==> config.mk <==
export PLATFORM = sky130hd
export DESIGN_NAME = sipo_nibble_receiver_flat
export DESIGN_NICKNAME = d
export VERILOG_FILES = /design/src/rtl/sipo_nibble_receiver_pkg.sv /design/src/rtl/sipo_nibble_receiver_if.sv /design/src/rtl/sipo_nibble_receiver_sync_fifo.sv /design/src/rtl/sipo_nibble_receiver.sv /design/src/flat_wrapper.sv
export SDC_FILE = /design/constraint.sdc
export NUM_CORES = 1
export LEC_CHECK = 0
export ABC_CLOCK_PERIOD_IN_PS = 2100
export CORE_AREA = 2 2 52 54
export DETAILED_ROUTE_END_ITERATION = 6
export DIE_AREA = 0 0 54 56
export GPL_ROUTABILITY_DRIVEN = 1
export PLACE_DENSITY = 0.61
export SLEW_MARGIN = 10
export SYNTH_ARGS = -nofsm -noshare
export SYNTH_HDL_FRONTEND = slang
export SYNTH_SLANG_ARGS = --single-unit
==> constraint.sdc <==
create_clock -name Clk -period 2.1 [get_ports Clk]
set_clock_uncertainty 0.15 [all_clocks]
set_input_delay 0.315 -clock Clk [delete_from_list [all_inputs] [get_ports Clk]]
set_output_delay 0.315 -clock Clk [all_outputs]
set_load 0.005 [all_outputs]
==> src/rtl/sipo_nibble_receiver_pkg.sv <==
// Shared types and constants for the serial-to-parallel receive stage.
// Pure declarations: no latency, no backpressure.
package sipo_rx_pkg;

  typedef enum logic {
    HUNT  = 1'b0,
    SHIFT = 1'b1
  } state_e;

  localparam int DEF_WIDTH = 4;
  localparam int DEF_DEPTH = 2;

  // Counter must hold 0..WIDTH inclusive.
  function automatic int cnt_width(input int width);
    return $clog2(width + 1);
  endfunction

endpackage

==> src/rtl/sipo_nibble_receiver_if.sv <==
// Serial-in / word-out bus with status; slave side is the receiver.
// Wiring only: no latency; Out_Ready backpressures the word side.
interface sipo_nibble_receiver_if #(
  parameter int WIDTH = sipo_rx_pkg::DEF_WIDTH
);
  logic             Serial_In;
  logic             Bit_Valid;
  logic             Frame_Start;
  logic [WIDTH-1:0] Parallel_Out;
  logic             Out_Valid;
  logic             Out_Ready;
  logic             Overflow;
  logic             Frame_Error;

  modport master (
    output Serial_In, Bit_Valid, Frame_Start, Out_Ready,
    input  Parallel_Out, Out_Valid, Overflow, Frame_Error
  );

  modport slave (
    input  Serial_In, Bit_Valid, Frame_Start, Out_Ready,
    output Parallel_Out, Out_Valid, Overflow, Frame_Error
  );
endinterface

==> src/rtl/sipo_nibble_receiver_sync_fifo.sv <==
// Synchronous FIFO with wrap-bit pointers; head read combinationally from storage.
// Write visible at head one cycle later; a push when full is accepted only alongside a pop.
module sync_fifo #(
  parameter int W = 4,
  parameter int D = 2
) (
  input  logic         clk_i,
  input  logic         rst_i,
  input  logic         push_i,
  input  logic [W-1:0] push_dat_i,
  input  logic         pop_i,
  output logic [W-1:0] head_o,
  output logic         empty_o,
  output logic         full_o
);
  localparam int AW = $clog2(D);

  logic [W-1:0] mem_q [D];
  logic [AW:0]  wr_ptr_q, wr_ptr_d;
  logic [AW:0]  rd_ptr_q, rd_ptr_d;
  logic         do_push, do_pop;

  assign empty_o = (wr_ptr_q == rd_ptr_q);
  assign full_o  = (wr_ptr_q[AW] != rd_ptr_q[AW]) &&
                   (wr_ptr_q[AW-1:0] == rd_ptr_q[AW-1:0]);
  assign do_pop  = pop_i & ~empty_o;
  // A full FIFO still takes a word when the head leaves in the same cycle.
  assign do_push = push_i & (~full_o | do_pop);
  assign head_o  = mem_q[rd_ptr_q[AW-1:0]];

  always_comb begin
    wr_ptr_d = wr_ptr_q;
    rd_ptr_d = rd_ptr_q;
    if (do_push) wr_ptr_d = wr_ptr_q + (AW+1)'(1);
    if (do_pop)  rd_ptr_d = rd_ptr_q + (AW+1)'(1);
  end

  always_ff @(posedge clk_i) begin
    if (rst_i) begin
      wr_ptr_q <= '0;
      rd_ptr_q <= '0;
    end else begin
      wr_ptr_q <= wr_ptr_d;
      rd_ptr_q <= rd_ptr_d;
    end
  end

  always_ff @(posedge clk_i) begin
    if (do_push) mem_q[wr_ptr_q[AW-1:0]] <= push_dat_i;
  end
endmodule

==> src/rtl/sipo_nibble_receiver.sv <==
// MSB-first serial to WIDTH-bit word receiver with frame alignment and output FIFO.
// Word visible one cycle after its last bit; Out_Ready stalls the FIFO, overflow drops and flags.
module sipo_nibble_receiver
  import sipo_rx_pkg::*;
#(
  parameter int WIDTH = DEF_WIDTH,
  parameter int DEPTH = DEF_DEPTH
) (
  input  logic                  Clk,
  input  logic                  Rst,
  sipo_nibble_receiver_if.slave bus
);
  localparam int CW = cnt_width(WIDTH);

  state_e           state_q, state_d;
  logic [CW-1:0]    cnt_q, cnt_d;
  logic [WIDTH-1:0] shift_q, shift_d;
  logic             ferr_q, ferr_d;
  logic             ovf_q, ovf_d;
  logic [WIDTH-1:0] word;
  logic             push;
  logic             pop;
  logic [WIDTH-1:0] head;
  logic             fifo_empty, fifo_full;

  assign word = {shift_q[WIDTH-2:0], bus.Serial_In};
  assign pop  = bus.Out_Ready & ~fifo_empty;

  always_comb begin
    state_d = state_q;
    cnt_d   = cnt_q;
    shift_d = shift_q;
    ferr_d  = 1'b0;
    push    = 1'b0;
    if (bus.Bit_Valid) begin
      unique case (state_q)
        HUNT: begin
          if (bus.Frame_Start) begin
            shift_d = {{(WIDTH-1){1'b0}}, bus.Serial_In};
            cnt_d   = CW'(1);
            state_d = SHIFT;
          end
        end
        SHIFT: begin
          // Frame_Start overrides even the completing bit of a partial word.
          if (bus.Frame_Start) begin
            ferr_d  = (cnt_q != '0);
            shift_d = {{(WIDTH-1){1'b0}}, bus.Serial_In};
            cnt_d   = CW'(1);
          end else begin
            shift_d = word;
            if (cnt_q == CW'(WIDTH-1)) begin
              push  = 1'b1;
              cnt_d = '0;
            end else begin
              cnt_d = cnt_q + CW'(1);
            end
          end
        end
        default: state_d = HUNT;
      endcase
    end
    ovf_d = ovf_q | (push & fifo_full & ~pop);
  end

  always_ff @(posedge Clk) begin
    if (Rst) begin
      state_q <= HUNT;
      cnt_q   <= '0;
      shift_q <= '0;
      ferr_q  <= 1'b0;
      ovf_q   <= 1'b0;
    end else begin
      state_q <= state_d;
      cnt_q   <= cnt_d;
      shift_q <= shift_d;
      ferr_q  <= ferr_d;
      ovf_q   <= ovf_d;
    end
  end

  sync_fifo #(
    .W(WIDTH),
    .D(DEPTH)
  ) u_fifo (
    .clk_i      (Clk),
    .rst_i      (Rst),
    .push_i     (push),
    .push_dat_i (word),
    .pop_i      (pop),
    .head_o     (head),
    .empty_o    (fifo_empty),
    .full_o     (fifo_full)
  );

  assign bus.Out_Valid    = ~fifo_empty;
  assign bus.Parallel_Out = fifo_empty ? '0 : head;
  assign bus.Overflow     = ovf_q;
  assign bus.Frame_Error  = ferr_q;
endmodule
==> src/flat_wrapper.sv <==
// flat-port wrapper written by rule: the top's interface ports become plain ports
module sipo_nibble_receiver_flat import sipo_rx_pkg::*;
#(
  parameter int WIDTH = DEF_WIDTH,
  parameter int DEPTH = DEF_DEPTH
)
  (Clk, Rst, bus_Serial_In, bus_Bit_Valid, bus_Frame_Start, bus_Out_Ready, bus_Parallel_Out, bus_Out_Valid, bus_Overflow, bus_Frame_Error);
  sipo_nibble_receiver_if #(.WIDTH(WIDTH)) bus_i ();
  input  logic Clk;
  input  logic Rst;
  input wire logic [$bits(bus_i.Serial_In)-1:0] bus_Serial_In;
  input wire logic [$bits(bus_i.Bit_Valid)-1:0] bus_Bit_Valid;
  input wire logic [$bits(bus_i.Frame_Start)-1:0] bus_Frame_Start;
  input wire logic [$bits(bus_i.Out_Ready)-1:0] bus_Out_Ready;
  output wire logic [$bits(bus_i.Parallel_Out)-1:0] bus_Parallel_Out;
  output wire logic [$bits(bus_i.Out_Valid)-1:0] bus_Out_Valid;
  output wire logic [$bits(bus_i.Overflow)-1:0] bus_Overflow;
  output wire logic [$bits(bus_i.Frame_Error)-1:0] bus_Frame_Error;
  assign bus_i.Serial_In = bus_Serial_In;
  assign bus_i.Bit_Valid = bus_Bit_Valid;
  assign bus_i.Frame_Start = bus_Frame_Start;
  assign bus_i.Out_Ready = bus_Out_Ready;
  assign bus_Parallel_Out = bus_i.Parallel_Out;
  assign bus_Out_Valid = bus_i.Out_Valid;
  assign bus_Overflow = bus_i.Overflow;
  assign bus_Frame_Error = bus_i.Frame_Error;
  sipo_nibble_receiver #(.WIDTH(WIDTH), .DEPTH(DEPTH)) u_core (.Clk(Clk), .Rst(Rst), .bus(bus_i));
endmodule
Yosys cells after proc, flatten, opt, wreduce, memory -nomap -nowiden
Memory sizes are Yosys's and may differ from the RTL's. A register that Yosys moved wholly into a read port is not among the register bits. Cells that the tools add are included.

Output and inout port bits: 7. Input bits: 6. Memories: 1. Bits in read-only memories: 0. Word-level logic and storage cells: 51. Memory bits (writable): 8. Bits in latches: 0. Bits in registers: 13.

Div/mod/pow operators: 0. Multipliers: 0. $add $sub $neg: 3. Equality and inequality tests: 5. Order comparisons: 0. Reductions and logical operators: 4. Multiplexer cells: 18. Shift-type cells: 0. Bitwise gates (word level): 13.

Memories: u_core.u_fifo.mem_q (depth 2, bits a word 4, rd ports 1, clocked after memory_dff 1, wr ports 1, line sipo_nibble_receiver_sync_fifo.sv:18) `logic [W-1:0] mem_q [D];`.

Operators with widths (number): two-way mux 3 bit (5); case mux 3 bit (2 select lines) (2); two-way mux 1 bit (10); NOT 1 bit (6); bitwise AND 1 bit (5); adder 2 x 1 -> 2 bit (second input constant) (2); two-way mux 4 bit (1); OR reduction 4 bit (1); adder 3 x 1 -> 3 bit (second input constant) (1); equality test 3 x 2 -> 1 bit (second input constant) (1); nonzero test 3 bit (1); equality test 2 bit (1); inequality test 2 bit (second input constant) (1); bitwise OR 1 bit (2); AND reduction 2 bit (1); equality test 1 bit (1); logical AND 1 bit (1); inequality test 1 bit (1).

Longest topological paths before layout
Gate-level depths: netlist of run 1.

Depth after elaboration: 8. Depth in mapped cells: 5.

By module
From an unflattened synthesis of run 1, not the netlist that was laid out.

Cell total of the unflattened synthesis: 93. Area, all modules: 996.0 µm².

Modules (own cells, without submodules): sync_fifo (instances 1, seq. area each 340.3 µm², area an instance 573.0 µm², cells each 47); sipo_nibble_receiver (instances 1, seq. area each 180.2 µm², area an instance 422.9 µm², cells each 46).

Worst setup path after synthesis of run 1
Ideal clock, no wire load.

Path type: flip-flop to flip-flop. Start: register u_core.cnt_q[0]. End: register u_core.u_fifo.wr_ptr_q[1]. Setup slack: 0.374 ns. Buffers on the path: 0. Arrival time: 1.455 ns. Cell stages (with the launch flop): 6. Data required time: 1.829 ns. Setup time: 0.121 ns. Cell sequence: dfxtp_1 ha_1 nor2b_1 o311ai_4 nor2_2 mux2_4.

Longest elaborated chain between the ends: 6.

Ends and longest elaborated chain: start: declaration (line sipo_nibble_receiver.sv:16) `logic [CW-1:0] cnt_q, cnt_d;`; start signal: assignment (line sipo_nibble_receiver.sv:75) `cnt_q <= cnt_d;`; equality test 3 x 2 -> 1 bit (line sipo_nibble_receiver.sv:52) `if (cnt_q == CW'(WIDTH-1)) begin`; two-way mux 1 bit (line sipo_nibble_receiver.sv:52); two-way mux 1 bit (line sipo_nibble_receiver.sv:46) `if (bus.Frame_Start) begin`; two-way mux 1 bit (line sipo_nibble_receiver.sv:36) `unique case (state_q)`; two-way mux 1 bit (line sipo_nibble_receiver.sv:35) `if (bus.Bit_Valid) begin`; bitwise AND 1 bit (line sipo_nibble_receiver_sync_fifo.sv:28) `assign do_push = push_i & (~full_o | do_pop);`; end signal: assignment (line sipo_nibble_receiver_sync_fifo.sv:43) `wr_ptr_q <= wr_ptr_d;`; end: declaration (line sipo_nibble_receiver_sync_fifo.sv:19) `logic [AW:0] wr_ptr_q, wr_ptr_d;`.

Every way passes these cells. A chain may end at the register's enable or synchronous reset.

Final worst setup path of run 1
Start: register u_core.u_fifo.wr_ptr_q[1]. End: output bus_Parallel_Out[3].

Longest elaborated chain between the ends: 2.

Ends and longest elaborated chain: equality test 2 bit (line sipo_nibble_receiver_sync_fifo.sv:23) `assign empty_o = (wr_ptr_q == rd_ptr_q);`; two-way mux 4 bit (line sipo_nibble_receiver.sv:97) `assign bus.Parallel_Out = fifo_empty ? '0 : head;`; end: declaration (line flat_wrapper.sv:15) `output wire logic [$bits(bus_i.Parallel_Out)-1:0] bus_Parallel_Out;`.

Every way passes these cells.

==> impl_metrics.json, run 1 <==
{
  "power_density_nw_per_um2": 557,
  "fin_tns_setup_ps": 0,
  "antenna_found_initial": 0,
  "cellLeakagePower_nw": 0.511,
  "cts_tree": "yes",
  "whs_path_depth": 2,
  "synth_seq_area_share_pct": 56.2,
  "grt_pass1_vias": 598,
  "rrSetupSlack_ps": 220,
  "synth_flop_cell": "dfxtp_1",
  "finalWirelength_um": 1570,
  "syn_area_um2": 926,
  "crit_required_ps": 1630,
  "switching_power_mw": 0.142,
  "layout-drive-gt1-share_pct": 20.0,
  "hpwl_um": 1190,
  "cts.sink_count": 22,
  "multi_input_area_um2": 420,
  "yosys_warnings": 0,
  "grt_pass1_wl_um": 2790,
  "cts_max_level": 1,
  "die-area_um2": 3020,
  "worstSkewPairLatency_ps": 290,
  "root_buffer": "clkbuf_4",
  "crit_path_top_delay_cell": "clkdlybuf4s50_1",
  "design_power_total_mw": 0.678,
  "period_share_pct": 96.3,
  "syn_avg_cell_area_um2": 11.2,
  "num_rows": 18,
  "fillers": 229,
  "power.share.clock_pct": 27.5,
  "p_int_mw": 0.535,
  "syn_to_final_growth_pct": 31.5,
  "yosys_register_bits": 22,
  "switching_share_pct": 21.0,
  "relSlewSlack_pct": 73.1,
  "drtAntennaViolNets": 0,
  "critPathLaunchType": "register",
  "grt_max_degree": 13,
  "setup-violations-final": 0,
  "num-nets-final": 114,
  "drc": 0,
  "grt_use_total_pct": 12.1,
  "postCtsHoldBufs": 0,
  "overflow": 0,
  "synth_edf_count": 8,
  "share_comb_of_total_power_pct": 6.6,
  "routed_via_density": 4.61,
  "holdWs_ps": 333,
  "vdd_drop_max_mv": 0.344,
  "final_cell_mix": "nor2_1 (16), dfxtp_1 (10), clkdlybuf4s50_1 (9)",
  "crit_fanout": 5,
  "seqCellArea_um2": 531,
  "worst_pin_slew_ps": 403,
  "pwr-share-seq_pct": 65.9,
  "hold_end": "u_core.cnt_q[2]$_SDFFE_PP0P_",
  "cts-buffers-inserted": 3,
  "hold_path_class": "reg -> reg",
  "drt_iter0_markers": 7,
  "first_pass_iters": 4,
  "portBuffers": 12,
  "cts.clk_slew.worst_paths_ps": 120,
  "die_h_um": 56,
  "cp_cell_sequence": "xor2_4 -> nor2_4 -> nor2_1 -> clkdlybuf4s50_1",
  "reg2regPathDepth": 4,
  "die_width_um": 54,
  "max_clock_freq_mhz": 495,
  "criticalPathCategory": "reg -> out",
  "slowest_delay_ps": 500,
  "finish.utilization_pct": 50.1,
  "slew_viol_final": 0,
  "critPathBufInv": 1,
  "clock_path_buffers": 2,
  "vias": 623,
  "routabilityCongestion": 0.696,
  "rsz0062_at_grt": "no",
  "r2r-start": "u_core.cnt_q[0]$_SDFFE_PP0P_",
  "core_region_area_um2": 2430,
  "rr_endpoint": "u_core.u_fifo.mem_q[0][2]$_DFFE_PP_",
  "synth_nets": 91,
  "async_reset_ff_share_pct": 0,
  "min_period_ps": 2020,
  "endpoint_kind": "output port",
  "hold_violations": 0,
  "wl_per_cell_um": 11.6,
  "drv_cap": 0,
  "hp-start": "u_core.cnt_q[2]$_SDFFE_PP0P_",
  "num_io_pins": 13,
  "outcome": "finished clean",
  "start_util_pct": 38.1,
  "antenna_cells": 0,
  "cp_top_family": "buffers and inverters",
  "synthCells": 83,
  "ys_types": 27,
  "layout.cells.most_common": "nor2_1",
  "cp_data_arrival_time_ps": 1560
}
-- layer usage --
| metal | global-route usage [%] | vias to the layer above | routed length, µm | share of wire (%) |
|---|---|---|---|---|
| li1 | - | 328 | - | - |
| met1 | 16.7 | 285 | 732 | 47 |
| met2 | 19.7 | 10 | 782 | 50 |
| met3 | 3.23 | 0 | 55 | 3.5 |
| met4 | 1.07 | 0 | 0 | 0 |
| met5 | 0 | - | 0 | 0 |
-- tightest hold or removal path: stages (launching register included) --
cell	delay (ps)
dfxtp_1	340
nand2b_1	70
a21oi_1	40
-- cells in the mapped netlist (all sizes together) (2+ instances only) --
master	count	area [µm²]
a21oi	3	15.0
a22oi	3	22.5
dfxtp	14	280
edfxtp	8	240
ha	2	25.0
inv	4	15.0
mux2i	5	50.1
nand2	2	7.51
nor2	18	70.1
nor2b	3	18.8
o21ai	3	15.0
xnor2	2	17.5
xor2	4	42.6
-- power by group through the flow --
stage / clock [mW] / sequential [mW] / combinational, mW
after floorplan: 0 / 0.458 / 0.0184
after global placement: 0 / 0.459 / 0.0442
after detailed placement: 0 / 0.459 / 0.0451
after CTS: 0.193 / 0.449 / 0.0454
after global routing: 0.212 / 0.448 / 0.0506
final: 0.186 / 0.447 / 0.0449
-- state kept, by name (all words and copies together), names as in the netlist, named ones only --
register / cells
u_core.u_fifo.mem_q: 8
u_core.cnt_q: 3
u_core.shift_q: 3
u_core.u_fifo.rd_ptr_q: 2
u_core.u_fifo.wr_ptr_q: 2
u_core.bus.Frame_Error: 1
u_core.bus.Overflow: 1
u_core.state_q: 1
-- final cells by class --
class | count | share of cell area, %
Clock buffer | 3 | 1.85
Clock inverter | 1 | 0.308
Inverter | 4 | 1.23
Multi-Input combinational cell | 55 | 34.5
Sequential cell | 22 | 43.6
Tap cell | 30 | 3.08
Timing Repair Buffer | 20 | 15.4
-- stage by stage --
stage	setup slack (ps)	instance area (µm²)	cells
final	78.3	1220	135
after global routing	10.2	1220	135
after CTS	19.4	1170	135
after detailed placement	154	1130	130
after global placement	198	1130	130
after floorplan	374	926	83
-- cell families after synthesis --
logic type | after synthesis | synth area share, %
buffers and inverters | 6 | 2.43
DFF | 22 | 56.2
and+or+nand+nor | 28 | 14.3
adders and majority gates | 2 | 2.70
xor gates and xnor gates | 6 | 6.49
muxes | 6 | 7.03
AOI/OAI and AO/OA | 13 | 10.8
-- worst max-delay path by stage --
| stage | endpoint | depth (start not counted) | startpoint |
|---|---|---|---|
| 3_5_place_dp | u_core.u_fifo.mem_q[0][0]$_DFFE_PP_ | 4 | bus_Bit_Valid |
| 4_1_cts | bus_Parallel_Out[2] | 4 | u_core.u_fifo.rd_ptr_q[0]$_SDFFE_PP0P_ |
| 6_report | bus_Parallel_Out[3] | 4 | u_core.u_fifo.wr_ptr_q[1]$_SDFFE_PP0N_ |
| 2_1_floorplan | u_core.u_fifo.wr_ptr_q[1]$_SDFFE_PP0N_ | 5 | u_core.cnt_q[0]$_SDFFE_PP0P_ |
| 3_3_place_gp | u_core.u_fifo.mem_q[0][0]$_DFFE_PP_ | 4 | bus_Bit_Valid |
| 5_1_grt | bus_Parallel_Out[3] | 4 | u_core.u_fifo.rd_ptr_q[0]$_SDFFE_PP0P_ |
-- what timing repair did --
action | CTS | global route
setup endpoints to repair | 5 | 5
setup buffers | 1 | 0
pin swaps | 1 | 2
gates resized for setup | 4 | 10
endpoints found under the hold margin | 0 | 0
No activity file was read; power rests on OpenSTA's default activity.
==> run 2, diff against run 1 <==
--- a/config.mk
+++ b/config.mk
@@ -6,11 +6,13 @@
 export NUM_CORES = 1
 export LEC_CHECK = 0
 export ABC_CLOCK_PERIOD_IN_PS = 2100
-export CORE_AREA = 2 2 52 54
+export CELL_PAD_IN_SITES_DETAIL_PLACEMENT = 2
+export CELL_PAD_IN_SITES_GLOBAL_PLACEMENT = 2
+export CORE_AREA = 2 2 56 58
 export DETAILED_ROUTE_END_ITERATION = 6
-export DIE_AREA = 0 0 54 56
+export DIE_AREA = 0 0 58 60
 export GPL_ROUTABILITY_DRIVEN = 1
-export PLACE_DENSITY = 0.61
+export PLACE_DENSITY = 0.75
 export SLEW_MARGIN = 10
 export SYNTH_ARGS = -nofsm -noshare
 export SYNTH_HDL_FRONTEND = slang
==> run 2 against run 1 <==
Routed wire length rose by 41%; combinational power rose by 5.1%; flip-flop and latch count did not move; die area rose by 15%; utilization fell by 5.8 points; total power rose by 21%; worst hold slack improved by 16 ps; via count rose by 10%; register-to-register slack got worse by 50 ps; first-iteration DRC count did not move; setup slack improved by 26 ps; sequential share of layout area fell by 1.9 points; largest cell class unchanged; highest routed layer is now met4.
==> impl_metrics.json, run 2 (synthesis results as in run 1) <==
{
  "outcome": "finished clean",
  "largest_reg_flops": 8,
  "clock_path_buffers": 2,
  "cts_tree": "yes",
  "wl_per_cell_um": 15.6,
  "overflow": 0,
  "drv_cap": 0,
  "relSlewSlack_pct": 73.0,
  "cts.clk_slew.worst_paths_ps": 130,
  "routabilityCongestion": 0.732,
  "critPathLaunchType": "register",
  "crit_fanout": 5,
  "num-nets-final": 118,
  "crit_required_ps": 1630,
  "cts_max_level": 1,
  "rsz0062_at_grt": "no",
  "syn_to_final_growth_pct": 38.8,
  "root_buffer": "clkbuf_4",
  "num_io_pins": 13,
  "grt_use_total_pct": 13.0,
  "die_h_um": 60,
  "grt_pass1_wl_um": 3370,
  "dp.cells": 133,
  "routed_via_density": 4.82,
  "cts-buffers-inserted": 3,
  "antenna_cells": 0,
  "portBuffers": 12,
  "core_region_area_um2": 2900,
  "drt_iter0_markers": 7,
  "final_cell_mix": "nor2_1 (16), buf_4 (12), dfxtp_1 (10)",
  "hold_violations": 0,
  "grt_pass1_vias": 753,
  "holdWs_ps": 349,
  "max_clock_freq_mhz": 501,
  "final_cell_area_um2": 1280,
  "criticalPathCategory": "reg -> out",
  "power_density_nw_per_um2": 639,
  "grt_max_degree": 14,
  "cellLeakagePower_nw": 0.564,
  "setup-violations-final": 0,
  "drtAntennaViolNets": 0,
  "die_width_um": 58,
  "worstSkewPairLatency_ps": 310,
  "postCtsHoldBufs": 0,
  "fillers": 315,
  "vias": 685,
  "period_share_pct": 95.0,
  "start_util_pct": 31.9,
  "setup_ws_ps": 105,
  "fin_tns_setup_ps": 0,
  "first_pass_iters": 4,
  "layout.cells.most_common": "nor2_1",
  "num_rows": 20,
  "drc": 0,
  "placed_area_um2": 1130,
  "hold_path_class": "reg -> reg",
  "cp_data_arrival_time_ps": 1530,
  "hpwl_um": 1640,
  "die-area_um2": 3480,
  "endpoint_kind": "output port",
  "instances_no_fill": 142,
  "finish.utilization_pct": 44.3,
  "min_period_ps": 2000,
  "slew_viol_final": 0,
  "worst_pin_slew_ps": 403,
  "cts.sink_count": 22,
  "dp_slack_ps": 34.5,
  "vdd_drop_max_mv": 0.372,
  "layout-drive-gt1-share_pct": 23.9,
  "antenna_found_initial": 0,
  "design_power_total_mw": 0.822,
  "finalWirelength_um": 2210
}
==> run 2: area by class of cell <==
cell class              instances  area [µm²]  area share, %
inverters                       4        15.0           1.17
clock inverters                 1        30.0           2.34
multi-input cells              55         420           32.7
repair buffers                 24         220           17.1
well taps                      33        41.3           3.21
flip-flops and latches         22         536           41.7
clock buffers                   3        22.5           1.75
==> run 2: what timing repair did <==
| action | CTS | global route |
|---|---|---|
| setup endpoints to repair | 5 | 5 |
| hold endpoints to repair | 0 | 0 |
| setup buffers | 2 | 3 |
| pin swaps | 2 | 1 |
| resized for setup | 6 | 11 |
==> run 2: worst paths after layout <==
path	start	to	slack [ps]	cells past startpoint
hold reg to reg	u_core.cnt_q[2]$_SDFFE_PP0P_	u_core.cnt_q[2]$_SDFFE_PP0P_	350	2
hold / removal	u_core.cnt_q[2]$_SDFFE_PP0P_	u_core.cnt_q[2]$_SDFFE_PP0P_	350	2
setup reg to reg	u_core.cnt_q[0]$_SDFFE_PP0P_	u_core.u_fifo.mem_q[0][1]$_DFFE_PP_	170	4
setup / recovery	u_core.u_fifo.wr_ptr_q[0]$_SDFFE_PP0N_	bus_Out_Valid	100	4
==> run 2: critical path: stages (launching register included) <==
cell,delay (ps)
dfxtp_4,390
xor2_4,190
nor2_4,150
inv_1,50
clkdlybuf4s50_1,430
==> run 2: report_power, final <==
part	switching, mW	total (mW)	internal, mW
clock	0.137	0.330	0.193
combinational	0.0223	0.0472	0.0249
sequential	0.00505	0.444	0.439
total	0.165	0.822	0.657
==> run 2: routing by layer <==
| layer | vias up | share of wire [%] | global-route usage (%) |
|---|---|---|---|
| li1 | 335 | - | - |
| met1 | 334 | 40 | 12.9 |
| met2 | 12 | 56 | 26.6 |
| met3 | 4 | 2.8 | 2.16 |
| met4 | 0 | 1.0 | 4.98 |
| met5 | - | 0 | 0 |
==> run 3, diff against run 2 <==
--- a/config.mk
+++ b/config.mk
@@ -13,6 +13,8 @@
 export DIE_AREA = 0 0 58 60
 export GPL_ROUTABILITY_DRIVEN = 1
 export PLACE_DENSITY = 0.75
+export SKIP_CTS_REPAIR_TIMING = 1
+export SKIP_LAST_GASP = 1
 export SLEW_MARGIN = 10
 export SYNTH_ARGS = -nofsm -noshare
 export SYNTH_HDL_FRONTEND = slang
==> run 3 against run 2 <==
Utilization shrank 1.1 points; setup slack lost 9.5 ps; highest routed layer unchanged; final cell count shrank 1.4%; design area shrank 2.4%; worst hold slack lost 1.9 ps; critical path depth is the same; die area is the same; largest cell class unchanged; non-clock buffer count shrank 2; first-iteration DRC count shrank 86%.
==> impl_metrics.json, run 3 (synthesis results as in run 1) <==
{
  "drc": 0,
  "criticalPathCategory": "reg -> out",
  "num_io_pins": 13,
  "cts_tree": "yes",
  "placed_area_um2": 1130,
  "crit_required_ps": 1630,
  "rsz0062_at_grt": "no",
  "vdd_drop_max_mv": 0.391,
  "slew_viol_final": 0,
  "slowest_delay_ps": 490,
  "final_cell_mix": "nor2_1 (16), dfxtp_1 (10), buf_4 (10)",
  "routabilityCongestion": 0.732,
  "final_cell_area_um2": 1250,
  "core_region_area_um2": 2900,
  "grt_max_degree": 14,
  "syn_to_final_growth_pct": 35.4,
  "root_buffer": "clkbuf_4",
  "max_clock_freq_mhz": 499,
  "clock_path_buffers": 2,
  "drv_cap": 0,
  "cts-buffers-inserted": 3,
  "cellLeakagePower_nw": 0.551,
  "cts.sink_count": 22,
  "layout.cells.most_common": "nor2_1",
  "hpwl_um": 1640,
  "routed_via_density": 4.86,
  "worst_pin_slew_ps": 382,
  "antenna_cells": 0,
  "grt_use_total_pct": 13.0,
  "vias": 681,
  "first_pass_iters": 3,
  "drtAntennaViolNets": 0,
  "crit_path_top_delay_cell": "clkdlybuf4s50_1",
  "critPathLaunchType": "register",
  "dp_slack_ps": 34.5,
  "start_util_pct": 31.9,
  "cts_max_level": 1,
  "hold_path_class": "reg -> reg",
  "setup_ws_ps": 95.1,
  "grt_pass1_vias": 746,
  "antenna_found_initial": 0,
  "die_h_um": 60,
  "die-area_um2": 3480,
  "cts.clk_slew.worst_paths_ps": 130,
  "layout-drive-gt1-share_pct": 22.4,
  "grt_pass1_wl_um": 3400,
  "num-nets-final": 116,
  "portBuffers": 12,
  "period_share_pct": 95.5,
  "die_width_um": 58,
  "endpoint_kind": "output port",
  "setup-violations-final": 0,
  "min_period_ps": 2000,
  "drt_iter0_markers": 1,
  "cp_cell_sequence": "xor2_2 -> nor2_4 -> inv_1 -> clkdlybuf4s50_1",
  "crit_fanout": 5,
  "num_rows": 20,
  "largest_reg_flops": 8,
  "wl_per_cell_um": 15.1,
  "finalWirelength_um": 2110,
  "cp_data_arrival_time_ps": 1540,
  "outcome": "finished clean",
  "hold_violations": 0,
  "worstSkewPairLatency_ps": 310,
  "relSlewSlack_pct": 74.3,
  "power_density_nw_per_um2": 654,
  "overflow": 0
}
run 3: per-layer routing:
| layer | part of all wire (%) | GRT usage (%) |
|---|---|---|
| met1 | 40 | 13.4 |
| met2 | 55 | 26.0 |
| met3 | 3.1 | 2.16 |
| met4 | 1.8 | 4.98 |
| met5 | 0 | 0 |
run 3: layout make-up:
| cell class | instances | area, µm² |
|---|---|---|
| Tap cell | 33 | 41.3 |
| Sequential cell | 22 | 531 |
| Timing Repair Buffer | 22 | 205 |
| Clock buffer | 3 | 22.5 |
| Fill cell | 317 | 1650 |
| Inverter | 4 | 15.0 |
| Clock inverter | 1 | 30.0 |
| Multi-Input combinational cell | 55 | 409 |
run 3: through the flow:
stage / util [%] / hold WS (ps) / setup TNS (ps) / total power [mW] / instances
after floorplan: - / 234 / 0 / 0.476 / 83
after global placement: 39.0 / 294 / 0 / 0.504 / 133
after detailed placement: 39.0 / 330 / 0 / 0.506 / 133
after CTS: 40.8 / 352 / -965 / 0.831 / 137
after global routing: 43.2 / 369 / 0 / 0.850 / 140
final: 43.2 / 348 / 0 / 0.820 / 140
run 3: power breakdown:
group,switching [mW],internal (mW)
registers,0.00497,0.442
logic,0.0217,0.0247
clock network,0.134,0.193
run 3: worst max-delay path, delay by kind of cell, from the launching register on:
kind / cells / cell delay (ps)
XOR/XNOR: 1 / 220
buffers and inverters: 2 / 540
flip-flops: 1 / 400
AND/OR/NAND/NOR: 1 / 80
run 3: path summary, 6_finish.rpt:
| check | from | to | slack, ps | cells after the start |
|---|---|---|---|---|
| setup reg to reg | u_core.cnt_q[0]$_SDFFE_PP0P_ | u_core.u_fifo.mem_q[0][3]$_DFFE_PP_ | 210 | 4 |
| hold reg to reg | u_core.cnt_q[2]$_SDFFE_PP0P_ | u_core.cnt_q[2]$_SDFFE_PP0P_ | 350 | 2 |
| setup / recovery | u_core.u_fifo.rd_ptr_q[0]$_SDFFE_PP0P_ | bus_Out_Valid | 100 | 4 |
| hold / removal | u_core.cnt_q[2]$_SDFFE_PP0P_ | u_core.cnt_q[2]$_SDFFE_PP0P_ | 350 | 2 |
